## config.mk

```make
export PLATFORM = sky130hd
export DESIGN_NAME = score_arbiter
export DESIGN_NICKNAME = d
export VERILOG_FILES = /design/src/rtl/score_arbiter_pkg.sv /design/src/rtl/bcd2_inc.sv /design/src/rtl/score_arbiter.sv
export SDC_FILE = /design/constraint.sdc
export NUM_CORES = 1
export LEC_CHECK = 0
export CAP_MARGIN = 20
export CORE_MARGIN = 2
export CORE_UTILIZATION = 25
export DETAILED_ROUTE_END_ITERATION = 8
export DONT_BUFFER_PORTS = 1
export SETUP_SLACK_MARGIN = 0.15
export SYNTH_ARGS = -nofsm -noshare
export SYNTH_HDL_FRONTEND = slang
export SYNTH_SLANG_ARGS = --single-unit
export TNS_END_PERCENT = 100
```

## constraint.sdc

```tcl
create_clock -name clk -period 3.7 [get_ports clk]
set_clock_uncertainty 0.15 [all_clocks]
set_input_delay 0.555 -clock clk [delete_from_list [all_inputs] [get_ports clk]]
set_output_delay 0.555 -clock clk [all_outputs]
set_load 0.02 [all_outputs]
```

## src/rtl/score_arbiter_pkg.sv

```systemverilog
// Shared types for the two-player score path: BCD digit, packed two-digit
// score, player index and the controller state encoding.
package score_pkg;

  localparam int NUM_PLAYERS = 2;
  localparam int PID_W       = 1;

  typedef logic [3:0]       bcd_t;
  typedef logic [PID_W-1:0] pid_t;

  typedef struct packed {
    bcd_t tens;
    bcd_t ones;
  } score_t;

  typedef enum logic [1:0] {
    IDLE = 2'd0,
    RUN  = 2'd1,
    INC  = 2'd2,
    DONE = 2'd3
  } state_t;

endpackage

```

## src/rtl/bcd2_inc.sv

```systemverilog
// Two-digit BCD +1, saturating at 99. Purely combinational; the top shares a
// single instance between both players through a mux on the granted player.
module bcd2_inc
  import score_pkg::*;
(
  input  score_t d,
  output score_t q
);

  // Ones carry into tens; 99 stays put.
  always_comb begin
    q = d;
    if (d.tens == 4'd9 && d.ones == 4'd9) begin
      q = d;
    end else if (d.ones == 4'd9) begin
      q.ones = 4'd0;
      q.tens = d.tens + 4'd1;
    end else begin
      q.ones = d.ones + 4'd1;
    end
  end

endmodule

```

## src/rtl/score_arbiter.sv

```systemverilog
// Two-player score controller: edge-detects both buttons, queues presses as
// pending bits, round-robin arbitrates one shared BCD incrementer, and stops
// scoring once a player reaches the win score.
module score_arbiter
  import score_pkg::*;
#(
  parameter logic [3:0] WIN_TENS = 4'd2,
  parameter logic [3:0] WIN_ONES = 4'd0
) (
  input  logic                   clk,
  input  logic                   resetn,
  input  logic                   start,
  input  logic                   clear,
  input  logic [NUM_PLAYERS-1:0] press,
  output logic [3:0]             p0_ones,
  output logic [3:0]             p0_tens,
  output logic [3:0]             p1_ones,
  output logic [3:0]             p1_tens,
  output logic [NUM_PLAYERS-1:0] grant,
  output logic [NUM_PLAYERS-1:0] winner,
  output logic                   game_over
);

  localparam score_t WIN_SCORE = '{tens: WIN_TENS, ones: WIN_ONES};
  localparam logic [NUM_PLAYERS-1:0] ONE = {{(NUM_PLAYERS-1){1'b0}}, 1'b1};

  state_t                      state_q, state_d;
  logic [NUM_PLAYERS-1:0]      press_q, rise;
  logic [NUM_PLAYERS-1:0]      pend_q, pend_d;
  pid_t                        gnt_q, gnt_d, rr_q;
  score_t [NUM_PLAYERS-1:0]    score_q;
  logic [NUM_PLAYERS-1:0]      winner_q;
  score_t                      inc_in, inc_out;
  logic                        hit_win, do_grant;

  assign rise     = press & ~press_q;
  assign do_grant = (state_q == RUN) && (|pend_q);

  // Shared incrementer, fed by whichever player holds the grant.
  assign inc_in  = score_q[gnt_q];
  assign hit_win = (inc_out == WIN_SCORE);

  bcd2_inc u_inc (
    .d (inc_in),
    .q (inc_out)
  );

  // Arbitration: a lone requester wins; on a tie the player other than rr wins.
  always_comb begin
    if (&pend_q) gnt_d = ~rr_q;
    else         gnt_d = pid_t'(pend_q[1]);
  end

  // Pending queue: grant clears, a rise sets (set wins), a win discards all.
  always_comb begin
    pend_d = pend_q;
    if (clear) begin
      pend_d = '0;
    end else if (state_q == INC && hit_win) begin
      pend_d = '0;
    end else begin
      if (do_grant) pend_d[gnt_d] = 1'b0;
      if (state_q == RUN || state_q == INC) pend_d = pend_d | rise;
    end
  end

  // Controller next state; clear overrides everything, including start.
  always_comb begin
    state_d = state_q;
    if (clear) begin
      state_d = IDLE;
    end else begin
      case (state_q)
        IDLE:    if (start) state_d = RUN;
        RUN:     if (|pend_q) state_d = INC;
        INC:     state_d = hit_win ? DONE : RUN;
        DONE:    state_d = DONE;
        default: state_d = IDLE;
      endcase
    end
  end

  // Edge-detect history runs every cycle regardless of state.
  always_ff @(posedge clk or negedge resetn) begin
    if (!resetn) press_q <= '0;
    else         press_q <= press;
  end

  // FSM, pending and arbitration registers. rr resets to player 1 so player 0
  // takes the first tie.
  always_ff @(posedge clk or negedge resetn) begin
    if (!resetn) begin
      state_q <= IDLE;
      pend_q  <= '0;
      gnt_q   <= '0;
      rr_q    <= pid_t'(1);
    end else begin
      state_q <= state_d;
      pend_q  <= pend_d;
      if (do_grant && !clear) begin
        gnt_q <= gnt_d;
        rr_q  <= gnt_d;
      end
    end
  end

  // Scores and winner: the granted player's score commits at the INC exit edge.
  always_ff @(posedge clk or negedge resetn) begin
    if (!resetn) begin
      score_q  <= '0;
      winner_q <= '0;
    end else if (clear) begin
      score_q  <= '0;
      winner_q <= '0;
    end else if (state_q == INC) begin
      score_q[gnt_q] <= inc_out;
      if (hit_win) winner_q <= ONE << gnt_q;
    end
  end

  assign grant     = (state_q == INC) ? (ONE << gnt_q) : '0;
  assign winner    = winner_q;
  assign game_over = (state_q == DONE);

  assign p0_ones = score_q[0].ones;
  assign p0_tens = score_q[0].tens;
  assign p1_ones = score_q[1].ones;
  assign p1_tens = score_q[1].tens;

endmodule

```

* After elaboration in Yosys (flattened, before gate mapping)
Cells that the tools add are included.
Cells by class: reductions and logical operators 15, add/subtract/negate cells 2, bitwise logic cells 6, eq/ne operators 8, shift operators 1, order comparisons 4, muxes and demuxes 28
Operators with widths (number):
- $mux W16 | 2
- $mux W8 | 4
- $mux W2 | 14
- $bwmux W16 | 1
- $add A4 B1 Y4 const B | 2
- $demux W8 S1 | 1
- $eq A4 B4 Y1 const B | 2
- $eq A8 B6 Y1 const B | 1
- $mux W4 | 2
- $pmux W2 S4 | 1
- $logic_and A1 B1 Y1 | 6
- $reduce_and A2 Y1 | 3
- $and A2 B2 Y2 | 2
- $eq A2 B2 Y1 const B | 2
- $lt A1 B2 Y1 const B | 2
- $not A2 Y2 | 2
- $reduce_bool A2 Y1 | 2
- $ne A3 B2 Y1 const B | 1
- $ne A3 B3 Y1 const B | 1
- $eq A2 B1 Y1 const B | 1
- $ge A1 B1 Y1 const B | 2
- $logic_not A2 Y1 | 1
- $mux W1 | 2
- $or A2 B2 Y2 | 1
- other kinds (6) | 6
Storage, ports and cells: register bits after elaboration 26, logic and storage cells 74

* Depth between registers and ports, before layout
Gate-level depths: netlist of run 1.
word-level depth 15, mapped depth 12, depth with buffers taken out 9

* Cells and area by module
From an unflattened synthesis of run 1, not the netlist that was laid out.
Second synthesis, totals: cells, all modules 156, area total of the unflattened synthesis 1425.1 um^2
Modules (own cells, without submodules):
- score_arbiter | area each 1244.9 um^2, cells an instance 130, times used 1, seq. area each 651.9 um^2
- bcd2_inc | area each 180.2 um^2, cells an instance 26, times used 1, seq. area each 0.0 um^2

* Least setup slack after synthesis of run 1
OpenSTA, ideal clock, no wires.
path kind register to register, from reg gnt_q, to reg winner_q[0], in the netlist winner[0], arrival 2549 ps, cell stages (with the launch flop) 13, buffers on the path 4, setup slack 876 ps, period minus slack after synthesis 2824 ps, path through dfrtp_1 > buf_6 > buf_8 > mux2_2 > ha_1 > and4b_1 > a31o_1 > buf_6 > and2_1 > a21oi_1 > and4_1 > buf_6 > mux2_4
On the way: word-level cells in the longest chain between the ends 8, elaborated cells on any way between the ends 17
RTL lines:
- start: declaration | line score_arbiter.sv:30 | pid_t gnt_q, gnt_d, rr_q;
- start signal: assignment | line score_arbiter.sv:101 | gnt_q <= gnt_d;
- $mux W8 (not written as such) (2 in series) | line score_arbiter.sv:40 | assign inc_in = score_q[gnt_q];
- $add A4 B1 Y4, or another cell as far along | line bcd2_inc.sv:19 | q.ones = d.ones + 4'd1;
- $mux W4 / $logic_and A1 B1 Y1 (equally long branches) | line bcd2_inc.sv:15, bcd2_inc.sv:13
- $mux W8 | line bcd2_inc.sv:13 | if (d.tens == 4'd9 && d.ones == 4'd9) begin
- $eq A8 B6 Y1 | line score_arbiter.sv:41 | assign hit_win = (inc_out == WIN_SCORE);
- $reduce_bool A2 Y1 (no line)
- $reduce_and A2 Y1 (no line)
- end signal: assignment | line score_arbiter.sv:117 | if (hit_win) winner_q <= ONE << gnt_q;
- end: declaration | line score_arbiter.sv:32 | logic [NUM_PLAYERS-1:0] winner_q;
Several ways; a longest one is shown, not always the timed one. The select of a mux whose other input is x is not followed. A chain may end at the register's enable or synchronous reset.

* Worst setup path in the final report of run 1
Ends and elaborated chain as after synthesis.

==> impl_metrics.csv, run 1 <==
group,metric,value,unit
synthesis,synthArstFlopShare,1.00,
clock_network,clock_path_buffers,2,
floorplanning,die_height,85.3,um
final_layout,layout_common_cells,"dfrtp_1 (24), nor2_1 (16), nand2_1 (15)",
global_route,globalRouteOverflowTotal,0,
detailed_routing,vias_per_cell,4.88,
placed_design,dpl-instance-area,1690,um^2
power,p_per_area,516,nW/um^2
global_route,grt_first_pass_wirelength,6.22,mm
setup_path,regToRegSetupSlack,490,ps
final_layout,layout-drive-gt1-share,0.108,
final_layout,mostFrequentLayoutCell,"dfrtp_1",
floorplanning,ios,27,
placed_design,gp_congestion,0.843,
min_path,hold_end,"press_q[1]",
synthesis,synthDominantCellAreaShare,0.378,
detailed_routing,vias,1187,
setup_path,crit_type,"reg2reg",
placed_design,io_buffers,0,
final_layout,multiInputGateArea,908,um^2
floorplanning,row_count,29,
final_layout,fillers,670,
synthesis,syn_avg_cell_area,9.90,um^2
final_layout,nets,182,
final_layout,finalInstanceArea,1800,um^2
power,peakVddDrop,0.000151,V
detailed_routing,final_antenna_net_count,0,
global_route,grt_max_degree,27,
sta,fin_setup_tns,0,ps
outcome,status,"finished, final reports clean",
floorplanning,dieArea,7280,um^2
placed_design,dpl.hpwl,2.76,mm
sta,max_freq,311,MHz
setup_path,reg2reg_from,"gnt_q",
global_route,grt_pass1_vias,1189,
setup_path,timing.rr.end,"winner[0]",
synthesis,synth-edff-count,0,
global_route,antenna_found_initial,0,
final_layout,seq_area,653,um^2
synthesis,synth.distinct_cells,52,
final_layout,syn_to_final_growth,8.62,%
floorplanning,core-area,6390,um^2
flow_run,drv_cap,0,
floorplanning,start_util,0.259,
final_layout,antenna_cells,0,
sta,worst_pin_slew,541,ps
clock_network,path_clk_slew,90,ps
sta,period_minus_slack,3210,ps
sta,setup_viol,0,
min_path,holdPathStages,0,
sta,finalCritPeriodShare,0.868,
power,p_leak,0.000782,uW
setup_path,critical_path_required,3720,ps
clock_network,postCtsSetupBuffers,0,
detailed_routing,drt_iter0_drc,49,
placed_design,dp_slack,308,ps
sta,finalMaxSlewViolations,0,
detailed_routing,wire_per_inst,15.3,um
synthesis,synth_area_leaders,"dfrtp_1 (38%), ha_1 (6.8%), mux2i_1 (6.7%)",
synthesis,ys_ff_latch,26,
synthesis,netlist_instances,167,
synthesis,synth_seq_area_share,0.394,
setup_path,endpoint_kind,"flip-flop",
setup_path,crit_path_start_kind,"flip-flop",
clock_network,cts.sinks,26,
clock_network,root_buffer,"clkbuf_8",
sta,rsz0062_at_grt,"false",
global_route,grt_usage,0.107,
detailed_routing,first_pass_iters,4,
detailed_routing,drc_errors,0,
setup_path,cp_max_fo,17,
synthesis,yosysTopAreaCell,"dfrtp_1",
clock_network,cts_tree,"yes",
clock_network,insertion_delay,270,ps
sta,maxSlewHeadroom,0.639,
min_path,min_from,"press[1]",
floorplanning,fp.dieW,85.3,um
clock_network,cts-buffers-inserted,3,
synthesis,synth_ff_type,"dfrtp_1",
detailed_routing,routed_wl,3.71,mm
clock_network,ctsHtreeMaxLevel,1,
sta,hold_viol,0,
setup_path,worstPathArrival,3230,ps
synthesis,syn-num-nets,182,
min_path,hp-class,"in2reg",
sta,worst_slack,487,ps
setup_path,r2r_cells,8,
synthesis,yosys_warnings,0,
synthesis,synth_area,1650,um^2
-- critical path: stages, from the launching register on --
cell and delay, ps:
dfrtp_2 600, mux2_2 410, ha_1 240, and4b_1 210, a31o_1 320, nand2_1 170, mux2i_1 300, and4_1 380
mux2_4 320
-- stage by stage --
stage,utilization,instances,power [uW],hold slack (ps)
3_3_place_gp,0.265,237,684,110
3_5_place_dp,0.265,237,690,110
6_report,0.281,243,927,152
5_1_grt,0.281,243,1000,125
2_1_floorplan,-,167,653,109
4_1_cts,0.281,243,942,142
-- power by group --
| part | internal [uW] | total, uW | switching, uW |
|---|---|---|---|
| clock | 145 | 237 | 92.7 |
| combinational | 133 | 273 | 139 |
| sequential | 326 | 417 | 91.1 |
| total | 604 | 927 | 323 |
-- area by class of cell --
type,count,area share
sequential,26,0.364
clock buffer,3,0.0230
multi-input combinational,125,0.506
timing repair buffer,3,0.0209
clock inverter,1,0.0167
inverter,8,0.0167
tap,77,0.0536
-- flip-flops by register name (all words and copies together) (netlist names) --
name and count:
gnt_q 1, rr_q 1, winner 2, state_q 2
pend_q 2, p0_tens 4, p1_tens 4, p0_ones 4
p1_ones 4, press_q 2
-- worst max-delay path by stage --
stage          startpoint   endpoint  slack (ps)  cells after the start
5_1_grt             gnt_q  winner[0]         240                      8
3_5_place_dp        gnt_q  winner[0]         310                      8
6_report            gnt_q  winner[0]         490                      8
4_1_cts             gnt_q  winner[0]         280                      8
3_3_place_gp        gnt_q  winner[0]         450                      8
2_1_floorplan       gnt_q  winner[0]         880                     12
-- cell families after synthesis --
group	after synthesis	share of synthesized area
flip-flops	26	0.394
AO/OA/AOI/OAI	37	0.151
adder cells (fa/ha/maj)	9	0.0681
AND/OR/NAND/NOR	60	0.208
buffers and inverters	16	0.0567
multiplexers	14	0.0961
XOR/XNOR	5	0.0265
-- Yosys cell counts (2+ instances only) --
library cell / number
o21ai_0: 5
buf_6: 3
nand2b_1: 2
nor3_1: 3
dfrtp_1: 25
nor2b_1: 5
xor2_1: 3
a211oi_1: 4
nand2_1: 15
nand3_1: 2
xnor2_1: 2
inv_1: 8
a21oi_1: 12
ha_1: 9
clkbuf_1: 4
nor2_1: 16
mux2i_1: 11
o21a_1: 2
a311oi_1: 2
a31oi_1: 2
-- timing repair --
item                                    in CTS  in global routing
gates resized for setup                      0                  1
endpoints found under the setup margin       0                  1
hold buffers                                 2                  0
endpoints found under the hold margin       26                  0
-- routing by layer --
metal / part of all wire / up-vias / track usage
li1: - / 593 / -
met1: 0.48 / 566 / 0.143
met2: 0.44 / 23 / 0.165
met3: 0.072 / 5 / 0.0321
met4: 0.013 / 0 / 0.0346
met5: 0 / - / 0
Note: power is estimated with default switching activity, not from simulation.
==> inputs of run 2 (changes only) <==
==> constraint.sdc (replaced) <==
create_clock -name clk -period 3.7 [get_ports clk]
set_clock_uncertainty 0.15 [all_clocks]
set_input_delay 0.925 -clock clk [delete_from_list [all_inputs] [get_ports clk]]
set_output_delay 0.925 -clock clk [all_outputs]
set_load 0.02 [all_outputs]
==> run 2 against run 1 <==
Largest power group unchanged; die area unchanged; count of clock-buffer cells in the layout unchanged; sequential power about the same; hold slack improved by 33 ps; worst setup slack got worse by 6.4 ps; utilization decreased by 0.47 points; wire length decreased by 0.51%; clock power about the same; critical path depth unchanged; critical endpoint unchanged; combinational power decreased by 3%; non-clock buffer count decreased by 2; global-route usage about the same.
==> impl_metrics.csv, run 2 (synthesis gave the netlist of run 1 again) <==
group,metric,value,unit
power,p_leak,0.000768,uW
sta,fin_setup_tns,0,ps
sta,maxSlewHeadroom,0.640,
final_layout,finalInstanceArea,1770,um^2
setup_path,reg2reg_from,"gnt_q",
setup_path,slowest_delay,610,ps
placed_design,dpl-instance-area,1690,um^2
sta,period_minus_slack,3220,ps
setup_path,critical_path_required,3720,ps
power,p_per_area,520,nW/um^2
sta,worst_pin_slew,539,ps
setup_path,timing.rr.end,"winner[0]",
final_layout,multiInputGateArea,908,um^2
sta,hold_slack,185,ps
setup_path,crit_path_start_kind,"flip-flop",
placed_design,dpl.hpwl,2.76,mm
placed_design,gp_congestion,0.843,
sta,setup_viol,0,
final_layout,syn_to_final_growth,6.81,%
final_layout,nets,180,
global_route,grt_first_pass_wirelength,6.19,mm
global_route,grt_pass1_vias,1173,
floorplanning,core-area,6390,um^2
final_layout,seq_area,653,um^2
floorplanning,die_height,85.3,um
power,peakVddDrop,0.000150,V
detailed_routing,routed_wl,3.69,mm
detailed_routing,vias_per_cell,4.93,
global_route,grt_usage,0.107,
clock_network,cts_tree,"yes",
flow_run,drv_cap,0,
floorplanning,row_count,29,
setup_path,endpoint_kind,"flip-flop",
detailed_routing,first_pass_iters,4,
sta,max_freq,311,MHz
setup_path,r2r_cells,8,
clock_network,cts.sinks,26,
setup_path,worst_path_max_delay_cell,"dfrtp_2",
detailed_routing,vias,1187,
detailed_routing,drc_errors,0,
clock_network,ctsHtreeMaxLevel,1,
setup_path,worstPathArrival,3240,ps
clock_network,root_buffer,"clkbuf_8",
min_path,hp-class,"in2async",
clock_network,path_clk_slew,90,ps
global_route,globalRouteOverflowTotal,0,
setup_path,regToRegSetupSlack,480,ps
clock_network,cts-buffers-inserted,3,
final_layout,antenna_cells,0,
outcome,status,"finished, final reports clean",
sta,rsz0062_at_grt,"false",
final_layout,utilization,0.277,
final_layout,layout-drive-gt1-share,0.104,
setup_path,crit_type,"reg2reg",
detailed_routing,final_antenna_net_count,0,
final_layout,fillers,673,
setup_path,cp_max_fo,17,
floorplanning,dieArea,7280,um^2
sta,hold_viol,0,
detailed_routing,drt_iter0_drc,47,
placed_design,io_buffers,0,
detailed_routing,wire_per_inst,15.3,um
setup_path,crit_chain,"mux2_2, ha_1, and4b_1, a31o_1, nand2_1, mux2i_1, and4_1, mux2_4",
sta,finalMaxSlewViolations,0,
clock_network,insertion_delay,270,ps
clock_network,clock_path_buffers,2,
floorplanning,ios,27,
floorplanning,start_util,0.259,
floorplanning,fp.dieW,85.3,um
setup_path,crit_end,"winner[0]",
sta,finalCritPeriodShare,0.870,
setup_path,startpoint,"gnt_q",
global_route,antenna_found_initial,0,
global_route,grt_max_degree,27,
final_layout,mostFrequentLayoutCell,"dfrtp_1",
final_layout,layout_common_cells,"dfrtp_1 (24), nor2_1 (16), nand2_1 (15)",
==> run 2: layout make-up <==
class | count | share of cell area
Sequential cell | 26 | 0.370
Multi-Input combinational cell | 125 | 0.514
Inverter | 8 | 0.0170
Clock buffer | 3 | 0.0234
Tap cell | 77 | 0.0545
Clock inverter | 1 | 0.0170
Timing Repair Buffer | 1 | 0.00425
==> run 2: worst min path at each step <==
stage / to / start
floorplan: rr_q / pend_q[0]
global placement: rr_q / pend_q[0]
detailed placement: rr_q / pend_q[0]
CTS: p0_ones[2] / resetn
global route: p0_ones[2] / resetn
finish: p0_ones[2] / resetn
==> run 2: per-stage QoR <==
step,power (uW),std cells,setup slack [ps]
2_1_floorplan,653,167,876
3_3_place_gp,684,237,446
3_5_place_dp,690,237,308
4_1_cts,933,241,281
5_1_grt,989,241,238
6_report,918,241,481
==> run 2: layer usage <==
layer	wire, um	GRT usage
met4	47	0.0346
met2	1600	0.163
met1	1770	0.142
met5	0	0
met3	279	0.0340
==> run 2: critical path, delay by kind of cell, from the launching register on <==
family | cells | cell delay [ps]
and+or+nand+nor | 3 | 760
DFF | 1 | 610
AOI/OAI and AO/OA | 1 | 320
muxes | 3 | 1030
adders and majority gates | 1 | 240
==> run 2: where the power goes <==
| part | internal [uW] | switching [uW] | total [uW] |
|---|---|---|---|
| Clock | 145 | 92.6 | 237 |
| Sequential | 326 | 91.5 | 417 |
| Combinational | 131 | 133 | 264 |
| Total | 601 | 317 | 918 |
==> run 2: timing repair <==
action                     4_1_cts  5_1_grt
gates resized for setup          0        1
hold buffers                     0        0
setup buffers                    0        0
setup endpoints to repair        0        1
